==> config.mk <==
export PLATFORM = sky130hd
export DESIGN_NAME = crtc_reg_file
export DESIGN_NICKNAME = d
export VERILOG_FILES = /design/src/rtl/crtc_reg_file.sv
export SDC_FILE = /design/constraint.sdc
export NUM_CORES = 1
export LEC_CHECK = 0
export BUFFER_PORTS_ARGS = -buffer_cell sky130_fd_sc_hd__buf_2
export CORE_MARGIN = 2
export CORE_UTILIZATION = 40
export CTS_CLUSTER_SIZE = 40
export DETAILED_ROUTE_END_ITERATION = 6
export PLACE_DENSITY = 0.73
export SLEW_MARGIN = 20
export SYNTH_ARGS = -nofsm -noshare
export SYNTH_HDL_FRONTEND = slang
export SYNTH_SLANG_ARGS = --single-unit
==> constraint.sdc <==
create_clock -name clk -period 4.97 [get_ports clk]
set_input_delay 0.994 -clock clk [delete_from_list [all_inputs] [get_ports clk]]
set_output_delay 0.994 -clock clk [all_outputs]
set_load 0.01 [all_outputs]
==> src/rtl/crtc_reg_file.sv <==
// rtl/crtc_reg_file.sv - 6845-style CRTC register bank with CPU/Pi access and frame-synchronous shadowing
module crtc_reg_file #(
  parameter int          NUM_REGS    = 18,
  parameter logic [15:0] PI_BASE     = 16'hE8E0,
  parameter bit          SHADOW_EN   = 1'b1,
  parameter logic [31:0] SHADOW_MASK = 32'h000003FF
) (
  input  logic                  clk,
  input  logic                  reset,
  input  logic                  crtc_select,
  input  logic [16:0]           bus_addr,
  input  logic [7:0]            bus_data_in,
  input  logic                  cpu_write,
  input  logic                  cpu_read,
  output logic [7:0]            cpu_data_out,
  output logic                  cpu_data_out_enable,
  input  logic [15:0]           pi_addr,
  input  logic [7:0]            pi_data_in,
  input  logic                  pi_read,
  input  logic                  pi_write,
  output logic [7:0]            pi_data_out,
  output logic                  pi_data_valid,
  input  logic                  frame_start,
  output logic [4:0]            crtc_address_register,
  output logic [7:0]            crtc_r,
  output logic [NUM_REGS*8-1:0] active_regs,
  output logic [NUM_REGS-1:0]   dirty
);

  function automatic logic [7:0] reg_mask(input int n);
    case (n)
      4, 6, 7, 10: return 8'h7F;
      5, 9, 11:    return 8'h1F;
      8:           return 8'h03;
      12, 14, 16:  return 8'h3F;
      default:     return 8'hFF;
    endcase
  endfunction

  logic [4:0]          r_addr;
  logic [7:0]          r_staged [NUM_REGS];
  logic [7:0]          r_active [NUM_REGS];
  logic [NUM_REGS-1:0] r_dirty;
  logic [NUM_REGS-1:0] r_pending;
  logic [7:0]          r_cpu_data;
  logic                r_cpu_en;
  logic [7:0]          r_pi_data;
  logic                r_pi_valid;

  logic                w_rs;
  logic [4:0]          w_pi_idx;
  logic                w_pi_hit;
  logic                w_addr_valid;
  logic                w_pi_idx_valid;
  logic                w_cpu_data_wr;
  logic                w_cpu_sel_wr;
  logic                w_cpu_rd;
  logic                w_pi_rd;
  logic [7:0]          w_active_sel;
  logic [7:0]          w_staged_pi;
  logic [7:0]          w_cpu_rdata;
  logic [NUM_REGS-1:0] w_cpu_wr_vec;
  logic [NUM_REGS-1:0] w_pi_wr_vec;
  logic [NUM_REGS-1:0] w_pi_rd_vec;
  logic [NUM_REGS-1:0] w_shadowed;
  logic                w_unused;

  assign w_rs     = bus_addr[0];
  assign w_unused = ^bus_addr[16:1];
  assign w_pi_idx = pi_addr[4:0];
  assign w_pi_hit = (pi_addr[15:5] == PI_BASE[15:5]);

  // Register decode done by loop compare so out-of-range indices simply match nothing.
  always_comb begin
    w_addr_valid   = 1'b0;
    w_pi_idx_valid = 1'b0;
    w_active_sel   = 8'h00;
    w_staged_pi    = 8'h00;
    for (int n = 0; n < NUM_REGS; n++) begin
      if (r_addr == 5'(n)) begin
        w_addr_valid = 1'b1;
        w_active_sel = r_active[n];
      end
      if (w_pi_idx == 5'(n)) begin
        w_pi_idx_valid = 1'b1;
        w_staged_pi    = r_staged[n];
      end
    end
  end

  assign w_cpu_sel_wr  = cpu_write & crtc_select & ~w_rs;
  assign w_cpu_data_wr = cpu_write & crtc_select & w_rs & w_addr_valid
                         & (r_addr != 5'd16) & (r_addr != 5'd17);
  assign w_cpu_rd      = cpu_read & crtc_select & w_rs;
  assign w_pi_rd       = pi_read & w_pi_hit;
  assign w_cpu_rdata   = (r_addr >= 5'd14 && r_addr <= 5'd17) ? w_active_sel : 8'h00;

  always_comb begin
    w_cpu_wr_vec = '0;
    w_pi_wr_vec  = '0;
    w_pi_rd_vec  = '0;
    w_shadowed   = '0;
    for (int n = 0; n < NUM_REGS; n++) begin
      w_cpu_wr_vec[n] = w_cpu_data_wr && (r_addr == 5'(n));
      // CPU beats Pi on a same-cycle write to the same register.
      w_pi_wr_vec[n]  = pi_write && w_pi_hit && w_pi_idx_valid && (w_pi_idx == 5'(n))
                        && !w_cpu_wr_vec[n];
      w_pi_rd_vec[n]  = w_pi_rd && (w_pi_idx == 5'(n));
      w_shadowed[n]   = SHADOW_EN && SHADOW_MASK[n];
    end
  end

  always_ff @(posedge clk) begin
    if (reset) begin
      r_addr     <= '0;
      r_dirty    <= '0;
      r_pending  <= '0;
      r_cpu_data <= '0;
      r_cpu_en   <= 1'b0;
      r_pi_data  <= '0;
      r_pi_valid <= 1'b0;
      for (int n = 0; n < NUM_REGS; n++) begin
        r_staged[n] <= '0;
        r_active[n] <= '0;
      end
    end else begin
      if (w_cpu_sel_wr) r_addr <= bus_data_in[4:0];

      for (int n = 0; n < NUM_REGS; n++) begin
        if (w_cpu_wr_vec[n])     r_staged[n] <= bus_data_in & reg_mask(n);
        else if (w_pi_wr_vec[n]) r_staged[n] <= pi_data_in & reg_mask(n);

        // A commit coinciding with a CPU write takes the pre-edge staged value.
        if (w_cpu_wr_vec[n] && !w_shadowed[n])   r_active[n] <= bus_data_in & reg_mask(n);
        else if (w_pi_wr_vec[n])                 r_active[n] <= pi_data_in & reg_mask(n);
        else if (frame_start && r_pending[n])    r_active[n] <= r_staged[n];

        if (w_cpu_wr_vec[n] && w_shadowed[n])    r_pending[n] <= 1'b1;
        else if (w_pi_wr_vec[n] || frame_start)  r_pending[n] <= 1'b0;

        if (w_cpu_wr_vec[n])                     r_dirty[n] <= 1'b1;
        else if (w_pi_rd_vec[n])                 r_dirty[n] <= 1'b0;
      end

      r_cpu_en   <= w_cpu_rd;
      r_cpu_data <= w_cpu_rd ? w_cpu_rdata : 8'h00;
      r_pi_valid <= w_pi_rd;
      r_pi_data  <= w_pi_rd ? w_staged_pi : 8'h00;
    end
  end

  always_comb begin
    active_regs = '0;
    for (int n = 0; n < NUM_REGS; n++) active_regs[n*8 +: 8] = r_active[n];
  end

  assign crtc_address_register = r_addr;
  assign crtc_r                = w_active_sel;
  assign dirty                 = r_dirty;
  assign cpu_data_out          = r_cpu_data;
  assign cpu_data_out_enable   = r_cpu_en;
  assign pi_data_out           = r_pi_data;
  assign pi_data_valid         = r_pi_valid;

endmodule
==> results.txt, run 1 <==
number of instances in the placed design: 1921
CP delay by family, top: compound AO/OA/AOI/OAI gates
GPL Wtd Cong: 1.06
Internal: 3.35 mW
vias in the first global route: 11900
GRT overflow: 0
slew at the pin closest to its max-slew limit: 1090 ps
post-synthesis sequential area ratio: 50.9%
die area: 33600 um2
critical path's slowest cell: o32ai_1
CTS resizes: 0
core area: 31600 um2
CP Data Arrival Time: 3380 ps
1st-iter DRT viols: 2274
Area growth syn-to-layout: 16.8%
post-layout min period: 4380 ps
combinational power share: 10.5%
Yosys top cell area share: 43.0%
Critical Path RT: 3980 ps
WHS Endpoint: dirty[16]
Max clock buf depth: 3
Vias/cell: 6.54
Pwr Density: 305 nW/um2
# rows: 65
drt wl/cell: 30.0 um
worst flop-to-flop path endpoint: r_active[9][1]
Primary FF master, synth: edfxtp_1
via count: 12900
Hold Crit Start: dirty[16]
PortBufs: 208
Top Ports: 250
outcome: finished, violations left
# clock sinks: 235
f_max: 229 MHz
CP Cell Sequence: nor2b_1 > nand2b_1 > o32ai_1 > a32oi_1 > o21ai_0 > buf_2
FF-to-FF Start: crtc_address_register[4]
htree depth: 1
failing checks: DRC
Final Setup Violations: 0
Worst Reg2Reg Path Length in Cells: 7
Setup Fix Bufs, Post-CTS: 0
synth top area cells: edfxtp_1 (43%), dfxtp_1 (7.9%), nand2_1 (5.9%), o21ai_0 (5.3%), a22o_1 (5.1%)
first-pass GRT wire length: 82400 um
Synth top cells by count: nand2_1 (202), edfxtp_1 (184), o21ai_0 (136)
clock transition at the registers of the reported paths: 60 ps
Worst Path Max Fanout: 14
n_diodes: 0
Distinct cells, synth: 76
Tcrit/Tclk final: 88.1%
hold buffers post-CTS: 0
Hold Fails Final Rpt: 0
height of the chip: 183 um
Synth area leader: edfxtp_1
most common cell in the netlist: nand2_1
CP bufs+invs: 1
Die X: 183 um
fillers: 3004
clk_lat worst skew: 550 ps
DRC: 5
Total GRT Usage: 34.2%
clock root buffer: clkbuf_16
Post-synth EDFFs: 184
setup TNS: 0 ps
power share of the clock group: 40.1%
CTS tree: built
fraction of final layout cells with drive strength greater than 1: 20.0%
Ys Warns: 0
leak pwr: 5.74 nW
crit path launch type: flop
post-synthesis cell count: 1362
DPL Wire Length: 44200 um
NetSw: 1.23 mW
Worst slew margin: 27.3%
Hold Crit Class: flop to flop
#FFs+latches synth: 235
FF-to-FF setup slack: 1550 ps
Post-Syn Area: 12900 um2
Worst VDD drop: 0.227 mV
crit end category: output port
CP max stage delay: 720 ps
TritonCTS Buffers: 25
RSZ-0062 raised after global routing: false
mean post-synth cell area: 9.44 um2
remaining antenna violation count: 0
sequential share of power: 49.4%
maxcap violations: 0
DRT Pass-1 Iters: 7
pin count of the biggest net entering global routing: 47
Async SR Flop Fraction: 0%
Worst Skew: 15.5 ps
fin. max-slew vios: 0
Net Sw Frac: 26.8%
WL final: 59000 um
Worst Hold Depth: 1
Setup CP Type: flop to output port
Initial Utilization: 40.6%
fin cells: 1967
initial antenna violation count: 2
Net count, final: 1603
## routing by layer
layer	global-route usage [%]	part of all wire [%]	vias to the layer above
li1	-	-	5393
met1	46.0	38	6121
met2	51.6	43	1142
met3	8.72	14	213
met4	15.9	5.6	4
met5	0	0.046	-
## state kept, by name (all words and copies together) (netlist names)
register	cells
r_staged	113
r_active	71
dirty	18
r_pending	10
cpu_data_out	8
pi_data_out	8
crtc_address_register	5
cpu_data_out_enable	1
pi_data_valid	1
## per-stage QoR
step	power [mW]	setup slack (ps)	hold WS, ps	cell area (um2)	utilization (%)
finish	4.58	594	469	15000	47.5
global route	4.67	533	471	15000	47.5
CTS	4.55	749	467	15000	47.5
detailed placement	2.75	962	456	14200	45.0
global placement	2.75	1010	452	14200	45.0
floorplan	2.51	1700	448	12900	-
## cell families (layout without fill, tap and decap cells)
| logic type | after synthesis | in the layout | synth area share [%] |
|---|---|---|---|
| and+or+nand+nor | 504 | 504 | 18.4 |
| AOI/OAI and AO/OA | 439 | 439 | 22.5 |
| DFF | 235 | 235 | 50.9 |
| buffers and inverters | 146 | 325 | 5.13 |
| muxes | 37 | 37 | 2.96 |
| other | 1 | 25 | 0.0292 |
## how the worst max path moves through the flow
stage / start / to / slack, ps / cells past startpoint
4_1_cts: crtc_address_register[3] / crtc_r[2] / 750 / 7
3_3_place_gp: pi_addr[10] / r_active[7][3] / 1010 / 6
5_1_grt: crtc_address_register[2] / crtc_r[2] / 530 / 7
6_report: crtc_address_register[2] / crtc_r[0] / 590 / 6
2_1_floorplan: pi_addr[10] / r_staged[13][0] / 1700 / 6
3_5_place_dp: pi_addr[10] / r_staged[14][5] / 960 / 6
## power by group through the flow
stage | sequential [mW] | combinational (mW) | clock, mW
finish | 2.26 | 0.480 | 1.84
global route | 2.26 | 0.497 | 1.91
CTS | 2.25 | 0.463 | 1.84
detailed placement | 2.29 | 0.461 | 0
global placement | 2.29 | 0.458 | 0
floorplan | 2.26 | 0.246 | 0
## layout by cell type (no fill, tap or decap), drive strengths merged, types with 10 or more instances in the layout
cell | synthesis | routed
buf | 46 | 242
nand2 | 202 | 202
edfxtp | 184 | 184
o21ai | 142 | 142
nor2 | 122 | 122
a21oi | 95 | 95
a22o | 75 | 75
nand3 | 53 | 53
dfxtp | 51 | 51
clkbuf | 63 | 40
inv | 36 | 37
mux2i | 29 | 29
nor3 | 27 | 27
conb | 1 | 25
nand2b | 20 | 20
nor2b | 18 | 18
and2 | 18 | 18
o221ai | 15 | 15
or3 | 15 | 15
o211ai | 13 | 13
a211oi | 13 | 13
o22ai | 12 | 12
a22oi | 10 | 10
## worst register-to-register path: stages (launching register included)
cell	delay, ps
dfxtp_1	660
nand4b_1	780
buf_4	420
nor4_1	480
nor3_1	120
nand2b_1	250
nor2_1	150
or3_1	250
## cell type report
| type | count | area, um2 | area share [%] |
|---|---|---|---|
| clock inverter | 6 | 67.6 | 0.450 |
| tap | 402 | 503 | 3.35 |
| sequential | 235 | 6550 | 43.6 |
| inverter | 37 | 139 | 0.925 |
| timing repair buffer | 242 | 1300 | 8.63 |
| multi-input combinational | 1005 | 5740 | 38.2 |
| clock buffer | 40 | 722 | 4.81 |
Power figures use the tool's default switching activity.
==> run 2: changes to the inputs <==
--- a/config.mk
+++ b/config.mk
@@ -5,6 +5,7 @@
 export SDC_FILE = /design/constraint.sdc
 export NUM_CORES = 1
 export LEC_CHECK = 0
+export ABC_AREA = 1
 export BUFFER_PORTS_ARGS = -buffer_cell sky130_fd_sc_hd__buf_2
 export CORE_MARGIN = 2
 export CORE_UTILIZATION = 40
==> run 2 against run 1 <==
The run still ends with DRC left. Die area fell by 4.2%. Flip-flop and latch count did not move. Sequential share of layout area rose by 1.3 points. Final area fell by 3.0%.
==> results.txt, run 2 <==
outcome: finished, violations left (unchanged)
failing checks: DRC (unchanged)
Tcrit/Tclk final: 89.2% (was 88.1%)
Setup Fix Bufs, Post-CTS: 0 (unchanged)
Final Setup Violations: 0 (unchanged)
first-pass GRT wire length: 70600 um (was 82400 um)
Primary FF master, synth: edfxtp_1 (unchanged)
fillers: 2959 (was 3004)
maxcap violations: 0 (unchanged)
most common cell in the netlist: nand2_1 (unchanged)
CTS resizes: 0 (unchanged)
1st-iter DRT viols: 1815 (was 2274)
Top Ports: 250 (unchanged)
crit-path most repeated cell: nand2_1
CP Data Arrival Time: 3440 ps (was 3380 ps)
Worst VDD drop: 0.203 mV (was 0.227 mV)
pin count of the biggest net entering global routing: 26 (was 47)
Util after Layout: 47.9% (was 47.5%)
# clock sinks: 235 (unchanged)
Net count, final: 1731 (was 1603)
slew at the pin closest to its max-slew limit: 1160 ps (was 1090 ps)
RSZ-0062 raised after global routing: false (unchanged)
fin cells: 2091 (was 1967)
post-synthesis cell count: 1460 (was 1362)
Internal: 3.51 mW (was 3.35 mW)
core area: 30400 um2 (was 31600 um2)
DPL Wire Length: 36800 um (was 44200 um)
critical path's slowest cell: dfxtp_1 (was o32ai_1)
DRC: 3 (was 5)
Worst Path Max Fanout: 9 (was 14)
post-synthesis sequential area ratio: 53.2% (was 50.9%)
crit path launch type: flop (unchanged)
GRT overflow: 0 (unchanged)
Largest register FFs: 113 (unchanged)
Post-Syn Area: 12300 um2 (was 12900 um2)
Critical Path RT: 3980 ps (about the same)
Place WS: 912 ps (was 962 ps)
Hold Fails Final Rpt: 0 (unchanged)
Pwr Density: 324 nW/um2 (was 305 nW/um2)
crit end category: output port (unchanged)
CP max stage delay: 510 ps (was 720 ps)
fraction of final layout cells with drive strength greater than 1: 17.8% (was 20.0%)
number of instances in the placed design: 2041 (was 1921)
Max clock buf depth: 3 (unchanged)
leak pwr: 6.39 nW (was 5.74 nW)
TritonCTS Buffers: 27 (was 25)
remaining antenna violation count: 0 (unchanged)
Hold Crit Class: flop to flop (unchanged)
# rows: 64 (was 65)
clock transition at the registers of the reported paths: 60 ps (about the same)
vias in the first global route: 11000 (was 11900)
FF-to-FF setup slack: 2020 ps (was 1550 ps)
power share of the clock group: 43.5% (was 40.1%)
f_max: 226 MHz (was 229 MHz)
Hold Crit Start: dirty[17] (was dirty[16])
post-layout min period: 4430 ps (was 4380 ps)
NetSw: 1.22 mW (was 1.23 mW)
CP bufs+invs: 3 (was 1)
htree depth: 1 (unchanged)
Worst Hold Depth: 2 (was 1)
Worst path depth: 14 (was 6)
Initial Utilization: 40.4% (was 40.6%)
synth top area cells: edfxtp_1 (45%), nand2_1 (11%), dfxtp_1 (8.3%), inv_1 (5.3%), o21ai_0 (5.1%) (was edfxtp_1 (43%), dfxtp_1 (7.9%), nand2_1 (5.9%), o21ai_0 (5.3%), a22o_1 (5.1%))
WHS Endpoint: dirty[17] (was dirty[16])
Async SR Flop Fraction: 0% (unchanged)
combinational power share: 9.4% (was 10.5%)
clock root buffer: clkbuf_16 (unchanged)
Worst Reg2Reg Path Length in Cells: 10 (was 7)
CP delay by family, top: simple AND/OR/NAND/NOR gates (was compound AO/OA/AOI/OAI gates)
total power: 4.73 mW (was 4.58 mW)
clk_lat worst skew: 540 ps (was 550 ps)
FF-to-FF Start: crtc_address_register[1] (was crtc_address_register[4])
fin. max-slew vios: 0 (unchanged)
Yosys top cell area share: 44.9% (was 43.0%)
Worst slew margin: 22.2% (was 27.3%)
setup TNS: 0 ps (unchanged)
Worst Slack Setup Final: 536 ps (was 594 ps)
Vias/cell: 5.83 (was 6.54)
sequential share of power: 47.1% (was 49.4%)
Distinct cells, synth: 46 (was 76)
worst flop-to-flop path endpoint: r_active[6][0] (was r_active[9][1])
die area: 32200 um2 (was 33600 um2)
commonest non-fill, non-tap cells in the layout: nand2_1 (374), buf_2 (208), edfxtp_1 (184) (was buf_2 (208), nand2_1 (202), edfxtp_1 (184))
Setup CP Type: flop to output port (unchanged)
PortBufs: 208 (unchanged)
DRT Pass-1 Iters: 7 (unchanged)
Post-synth EDFFs: 184 (unchanged)
initial antenna violation count: 0 (was 2)
most common cell after layout, fill and taps aside: nand2_1 (was buf_2)
drt wl/cell: 24.0 um (was 30.0 um)
Worst Skew: 9.56 ps (was 15.5 ps)
Total GRT Usage: 30.4% (was 34.2%)
via count: 12200 (was 12900)
Reg with most FFs: r_staged (unchanged)
Net Sw Frac: 25.8% (was 26.8%)
height of the chip: 179 um (was 183 um)
Area growth syn-to-layout: 18.5% (was 16.8%)
hold buffers post-CTS: 0 (unchanged)
GPL Wtd Cong: 1.02 (was 1.06)
#FFs+latches synth: 235 (unchanged)
Synth top cells by count: nand2_1 (374), edfxtp_1 (184), inv_1 (173) (was nand2_1 (202), edfxtp_1 (184), o21ai_0 (136))
Ys Warns: 0 (unchanged)
CTS tree: built (unchanged)
WL final: 50100 um (was 59000 um)
mean post-synth cell area: 8.43 um2 (was 9.44 um2)
Synth area leader: edfxtp_1 (unchanged)
Die X: 179 um (was 183 um)
CP Cell Sequence: inv_1 > nand2_1 > nor2_1 > nand2_1 > nand3_1 > o21ai_0 > nand2_1 > o21ai_0 > nand4_1 > nand2_1 > nand3_1 > nor2_1 > inv_1 > buf_2 (was nor2b_1 > nand2b_1 > o32ai_1 > a32oi_1 > o21ai_0 > buf_2)
-- run 2: cell count changes after synthesis, sizes merged, moves of 20 or more --
cell,previous run,this run
inv,36,178
clkbuf,63,25
nand3,53,77
nand2b,20,0
nand2,202,378
a21oi,95,123
mux2i,29,0
a22o,75,0
o22ai,12,33
nor2,122,148
-- run 2: power groups by stage --
stage / clock (mW) / sequential (mW) / combinational (mW)
2_1_floorplan: 0 / 2.26 / 0.207
3_3_place_gp: 0 / 2.27 / 0.420
3_5_place_dp: 0 / 2.27 / 0.426
4_1_cts: 2.05 / 2.23 / 0.427
5_1_grt: 2.13 / 2.23 / 0.464
6_report: 2.06 / 2.23 / 0.443
-- run 2: through the flow --
step	hold slack (ps)	area, um2
after global placement	431	13700
after floorplan	445	12400
final	447	14600
after detailed placement	438	13700
after global routing	470	14600
after CTS	449	14600
-- run 2: cell families (layout without fill, tap and decap cells) --
family / count (synthesis) / after routing / share of synthesized area, %
and+or+nand+nor: 651 / 651 / 23.3
AOI/OAI and AO/OA: 333 / 333 / 15.2
buffers and inverters: 240 / 450 / 8.26
DFF: 235 / 235 / 53.2
other: 1 / 26 / 0.0305
-- run 2: area by class of cell --
class | count | area [um2] | share of cell area (%)
clock inverters | 16 | 188 | 1.29
clock buffers | 33 | 718 | 4.93
multi-input cells | 1009 | 4830 | 33.1
well taps | 396 | 495 | 3.40
inverters | 186 | 701 | 4.81
diodes | 1 | 2.50 | 0.0172
flip-flops and latches | 235 | 6550 | 44.9
repair buffers | 215 | 1090 | 7.50
-- run 2: worst max-delay path by stage --
stage / from / endpoint
2_1_floorplan: pi_addr[3] / r_staged[3][0]
3_3_place_gp: pi_addr[0] / r_active[0][6]
3_5_place_dp: pi_addr[0] / r_active[0][5]
4_1_cts: crtc_address_register[0] / crtc_r[3]
5_1_grt: crtc_address_register[0] / crtc_r[3]
6_report: crtc_address_register[0] / crtc_r[3]
-- run 2: worst min-delay path, cell delays in order, from the launching register on --
cell and delay [ps]:
dfxtp_1 310, nand2_1 60, a21oi_1 40
-- run 2: metal layers --
layer | vias to the layer above | track usage, % | wire, um
met5 | - | 0 | 0
met4 | 0 | 12.8 | 2460
li1 | 5358 | - | -
met3 | 177 | 6.88 | 7780
met1 | 5621 | 42.0 | 18200
met2 | 1044 | 45.9 | 21700
